### src/rtl/xor_gate.sv
// Purpose : bitwise XOR primitive with a registered observation path and running parity/difference statistics.
// Latency : c is combinational (0 cycles); c_q, eq_q, pop_q, par_acc, diff_cnt update 1 cycle after the sampled inputs.
// Backpr. : none; there is no handshake, so every rising edge samples a/b/en/clr unconditionally.
//
// Ports:
//   clk, rst_n      single clock, asynchronous active-low reset
//   a, b            operands (unsigned, WIDTH bits)
//   en, clr         statistics enable / synchronous clear (clr wins)
//   c               a ^ b, combinational
//   c_q, eq_q       registered a ^ b and registered (a == b)
//   pop_q           registered popcount of a ^ b (0..WIDTH)
//   par_acc         running XOR-reduction of every enabled cycle's a ^ b
//   diff_cnt        saturating count of enabled cycles with a != b
module xor_gate #(
    parameter int WIDTH = 1,
    parameter int CNT_W = 16,
    parameter int PC_W  = (WIDTH < 1) ? 1 : $clog2(WIDTH + 1)
) (
    input  logic             clk,
    input  logic             rst_n,
    input  logic [WIDTH-1:0] a,
    input  logic [WIDTH-1:0] b,
    input  logic             en,
    input  logic             clr,
    output logic [WIDTH-1:0] c,
    output logic [WIDTH-1:0] c_q,
    output logic             eq_q,
    output logic [PC_W-1:0]  pop_q,
    output logic             par_acc,
    output logic [CNT_W-1:0] diff_cnt
);

    // Observation snapshot loaded every edge, independent of en/clr.
    typedef struct packed {
        logic [WIDTH-1:0] xr;
        logic             eq;
        logic [PC_W-1:0]  pop;
    } obs_t;

    // Statistics state, gated by en and cleared by clr.
    typedef struct packed {
        logic             par;
        logic [CNT_W-1:0] cnt;
    } stat_t;

    logic [WIDTH-1:0] xr;
    logic [PC_W-1:0]  pop_nxt;
    logic             any_diff;
    logic             xr_par;
    obs_t             obs_d;
    obs_t             obs_q;
    stat_t            stat_d;
    stat_t            stat_q;

    // The only path that does not touch a flop: valid with clk idle or rst_n unknown.
    assign xr = a ^ b;
    assign c  = xr;

    assign any_diff = |xr;
    assign xr_par   = ^xr;

    always_comb begin
        pop_nxt = '0;
        for (int i = 0; i < WIDTH; i++) begin
            pop_nxt = pop_nxt + PC_W'(xr[i]);
        end
    end

    always_comb begin
        obs_d     = '0;
        obs_d.xr  = xr;
        obs_d.eq  = (a == b);
        obs_d.pop = pop_nxt;
    end

    // clr has priority over en so a clearing cycle never counts its own XOR;
    // the counter sticks at all-ones rather than wrapping.
    always_comb begin
        stat_d = stat_q;
        if (clr) begin
            stat_d = '0;
        end else if (en) begin
            stat_d.par = stat_q.par ^ xr_par;
            if (any_diff && (stat_q.cnt != {CNT_W{1'b1}})) begin
                stat_d.cnt = stat_q.cnt + CNT_W'(1);
            end
        end
    end

    // eq resets to 1 so the idle observation matches a = b = 0.
    always_ff @(posedge clk or negedge rst_n) begin
        if (!rst_n) begin
            obs_q.xr  <= '0;
            obs_q.eq  <= 1'b1;
            obs_q.pop <= '0;
        end else begin
            obs_q <= obs_d;
        end
    end

    always_ff @(posedge clk or negedge rst_n) begin
        if (!rst_n) begin
            stat_q <= '0;
        end else begin
            stat_q <= stat_d;
        end
    end

    assign c_q      = obs_q.xr;
    assign eq_q     = obs_q.eq;
    assign pop_q    = obs_q.pop;
    assign par_acc  = stat_q.par;
    assign diff_cnt = stat_q.cnt;

endmodule

### config.mk
export PLATFORM = sky130hd
export DESIGN_NAME = xor_gate
export DESIGN_NICKNAME = d
export VERILOG_FILES = /design/src/rtl/xor_gate.sv
export SDC_FILE = /design/constraint.sdc
export NUM_CORES = 1
export LEC_CHECK = 0
export CORE_MARGIN = 2
export CORE_UTILIZATION = 45
export CTS_BUF_LIST = sky130_fd_sc_hd__clkbuf_4 sky130_fd_sc_hd__clkbuf_8 sky130_fd_sc_hd__clkbuf_16
export DETAILED_ROUTE_END_ITERATION = 10
export DONT_BUFFER_PORTS = 1
export GPL_TIMING_DRIVEN = 0
export SLEW_MARGIN = 20
export SYNTH_ARGS = -nofsm -noshare
export SYNTH_HDL_FRONTEND = slang
export SYNTH_SLANG_ARGS = --single-unit
### constraint.sdc
create_clock -name clk -period 4.4 [get_ports clk]
set_input_delay 0.66 -clock clk [delete_from_list [all_inputs] [get_ports clk]]
set_output_delay 0.66 -clock clk [all_outputs]
set_load 0.03 [all_outputs]
Word-level counts from Yosys, hierarchy flattened

Cells that the tools add are included.

Output and inout bits: 21
Register bits: 19
Word-level logic and storage cells: 16

Mux-type cells: 3
Reductions and logical operators: 4
Equal/unequal tests: 2
Add/sub/neg operators: 1
Bitwise gates (word level): 2

Operators with widths:

| operator              | count |
|---|---|
| $mux 17               | 2 |
| $add 16x1->16 const B | 1 |
| $mux 16               | 1 |
| $ne 16x16->1 const B  | 1 |
| $reduce_bool 2->1     | 2 |
| $reduce_and 2->1      | 1 |
| $xor 1x1->1           | 2 |
| $eq 1x1->1            | 1 |
| $logic_and 1x1->1     | 1 |

Logic depth before layout (Yosys ltp)

Depth after elaboration: 5
Gate-level depth with buffers: 6
Depth with buffers taken out: 5

Least setup slack after synthesis

No wires, ideal clock.

Path type: input -> register
Start point: input port b
End point: register stat_q, in the netlist diff_cnt[5]
Slack: 2223 ps
Buffers on the path: 0
Stages: 5
Data required time: 4272 ps
Arrival: 2049 ps
Path through: xor2_2 > nand4_4 > a31oi_1 > nand4_1 > mux2_1

Cells in the longest elaborated chain, start to end: 4

RTL lines:

| element                            | line | text |
|---|---|---|
| start: declaration                 | 22   | `input logic [WIDTH-1:0] b,` |
| $xor 1x1->1                        | 56   | `assign xr = a ^ b;` |
| $logic_and 1x1->1                  | 84   | `if (any_diff && (stat_q.cnt != {CNT_W{1'b1}})) begin` |
| $reduce_bool 2->1 (no source line) | -    |  |
| $reduce_and 2->1 (no source line)  | -    |  |
| end signal: assignment             | 105  | `stat_q <= stat_d;` |
| end: declaration                   | 53   | `stat_t stat_q;` |

Every way passes these cells.
A chain may end at the register's enable or synchronous reset.

Final worst setup path

Start point: register stat_q, in the netlist diff_cnt[2]
End point: register stat_q, in the netlist diff_cnt[5]

Cells in the longest elaborated chain, start to end: 4

RTL lines:

| element                                       | line |
|---|---|
| $add 16x1->16 or $ne 16x16->1 (tied branches) | 85, 84 |
| $mux 16 or $logic_and 1x1->1 (tied branches)  | 84 |
| $mux 17 or $reduce_bool 2->1 (tied branches)  | - |
| $mux 17 or $reduce_and 2->1 (tied branches)   | - |

Parallel ways exist; a longest one is shown, timed or not. The select of a mux whose other input is x is not followed.

==> flow_summary.yaml <==
worst_setup_path:
  endpoint_kind: "flop"
  slowest_stage: "dfrtp_1"
  r2r_start: "diff_cnt[2]$_DFFE_PN0P_"
  timing.critical_path.arrival_ns: 2.32
  crit_type: "reg -> reg"
  path_cells: "and4_1 > and3_1 > a31oi_1 > nand4_1 > mux2_1"
  critPathTopFamily: "simple AND/OR/NAND/NOR gates"
  worstPathRequired_ns: 4.59
  startpoint_type: "flop"
  max_stage_delay_ns: 0.57
  timing.critical_path.buf_inv: 0
  critPathLaunch: "diff_cnt[2]$_DFFE_PN0P_"
  path_max_fanout: 7
power_and_ir_drop:
  p_per_area_mw_per_mm2: 272.8
  power.leakage_nw: 0.4232
  vdd_ir_drop_max_v: 0.0001899
global_route:
  grt_pass1_vias: 744
  grt-ovfl-total: 0
  grt.total_usage_pct: 17.00
  antenna_found_initial: 0
  grt_pass1_wl_um: 3346
  grt_max_degree: 20
synthesis:
  synth-edff-count: 0
  netlist_instances: 99
  synth_nets: 106
  yosysWarningCount: 0
  synth.distinct_cells: 36
  synth_area_per_cell_um2: 10.54
  synth.ff_latch_count: 19
  async_flop_share_pct: 100.0
  synth_top_area_share_pct: 43.17
  synth-main-ff-cell: "dfrtp_1"
  synth.cell_area_mm2: 0.001044
  synthTopCellsByArea: "dfrtp_1 (43%), xnor2_1 (9.2%), nor2_1 (6.1%)"
  yosysSeqAreaShare_pct: 45.68
  yosysTopAreaCell: "dfrtp_1"
layout:
  antenna_cells: 0
  nets: 111
  drive_gt1_share_pct: 16.50
  syn_to_final_growth_pct: 5.995
  fill_cells: 213
  final_core_util_pct: 50.00
  finalNonFillerCells: 131
place:
  dp_hpwl_um: 1392
  gp_congestion: 0.7485
  dp_cells: 127
  port_buffers: 0
routing:
  drc: 0
  avgRoutedWirePerCell_um: 14.81
  route.vias.total: 737
  drt_iter0_markers: 15
  dr.pass1.iters: 4
  ant_nets: 0
  via_per_inst: 5.626
  drt-total-wl_um: 1940
clock_network:
  cts_tree: "built"
  cts-root-buf: "clkbuf_4"
  clock-sinks: 19
  clock_latency_ns: 0.30
  cts_buffer_depth: 2
  numCtsBuffers: 3
  ctsHoldBuffers: 0
  cts_max_level: 1
  post-cts-setup-buffer-count: 0
  cts-resized-gates: 0
  clk_pin_slew_ns: 0.11
sta:
  rsz0062_at_grt: "no"
  clock_skew_ns: 0.005736
  whs_ns: 0.03503
  setup_viol: 0
  maxSlewViolCount: 0
  period_share_pct: 48.49
  relSlewSlack_pct: 57.03
  hold_viol: 0
  fin_setup_tns_ns: 0
  max_freq_ghz: 0.4687
  worstMarginPinSlew_ns: 0.6440
  min_period_ns: 2.133
floorplan:
  die_w_um: 52.16
  core_mm2: 0.002212
  die_h_um: 52.16
  initial_utilization_pct: 47.17
  die_area_mm2: 0.002720
  row_count: 17
  ios: 27
status:
  status: "complete, no violations"
job:
  drv_cap: 0
hold_path:
  hold_class: "in -> async"
[power by group]
group | switching, mW | internal (mW) | total (mW)
logic | 0.0130 | 0.00662 | 0.0196
registers | 0.0134 | 0.180 | 0.193
clock network | 0.0552 | 0.0339 | 0.0891
total | 0.0816 | 0.220 | 0.302
[through the flow]
stage,setup WS [ns],total power [mW],instance area (um2)
after floorplan,2.223,0.2130,1044
after global placement,2.040,0.2161,1079
final,2.267,0.3017,1106
after global routing,2.066,0.3167,1106
after CTS,2.265,0.3072,1106
after detailed placement,2.014,0.2165,1079
[flip-flops by register name, indices dropped and copies added, names as in the netlist]
| register | count |
|---|---|
| pop_q | 1 |
| eq_q | 1 |
| par_acc | 1 |
| diff_cnt | 16 |
[worst paths after layout]
path	to	slack (ns)	depth (start not counted)
min reg2reg	par_acc$_DFFE_PN0P_	0.77	2
min in group clk	pop_q$_DFF_PN0_	0.61	1
max reg2reg	diff_cnt[5]$_DFFE_PN0P_	2.27	5
max	diff_cnt[5]$_DFFE_PN0P_	2.27	5
min	diff_cnt[8]$_DFFE_PN0P_	0.04	0
max in group asynchronous	eq_q$_DFF_PN1_	4.20	0
[logic make-up after synthesis]
| kind of cell | synth area share (%) |
|---|---|
| AOI/OAI and AO/OA | 12.59 |
| muxes | 2.038 |
| buffers and inverters | 3.236 |
| DFF | 45.68 |
| xor gates and xnor gates | 11.63 |
| adders and majority gates | 1.199 |
| and+or+nand+nor | 23.62 |
[Yosys cell counts (2+ instances only)]
cell type and count:
and3_1 2, a31oi_1 2, dfrtp_1 18, a2111oi_2 4, a21oi_1 5, nor2_1 17
nand2_1 6, xnor2_1 11, buf_4 2, nand3_1 3, inv_1 3, nor4_1 2
[routing by layer]
metal  routed length, um  global-route usage [%]  share of wire (%)  vias up
met1                 836                   20.58                 43      357
met5                   0                       0                  0        -
met4                  46                   10.26                2.4        0
met2                 951                   26.79                 49       22
li1                    -                       -                  -      354
met3                 106                   4.598                5.5        4
[area by class of cell]
type / count / area [um2] / share of cell area (%)
tap: 28 / 35.03 / 3.167
buffer: 4 / 22.52 / 2.036
clock inverter: 1 / 5.005 / 0.4525
multi-input combinational: 73 / 533.0 / 48.19
sequential: 19 / 476.7 / 43.10
clock buffer: 3 / 22.52 / 2.036
inverter: 3 / 11.26 / 1.018
[layout by cell type (no fill, tap or decap), types with 2 or more instances in the layout]
master     count
xnor2_1       11
a31oi_1        2
a2111oi_2      4
buf_4          2
nand2_1        6
nand3_1        3
nor4_1         2
and3_1         2
dfrtp_1       18
clkbuf_4       3
inv_1          3
nor2_1        17
a21oi_1        5
Note: power is estimated with default switching activity, not from simulation.
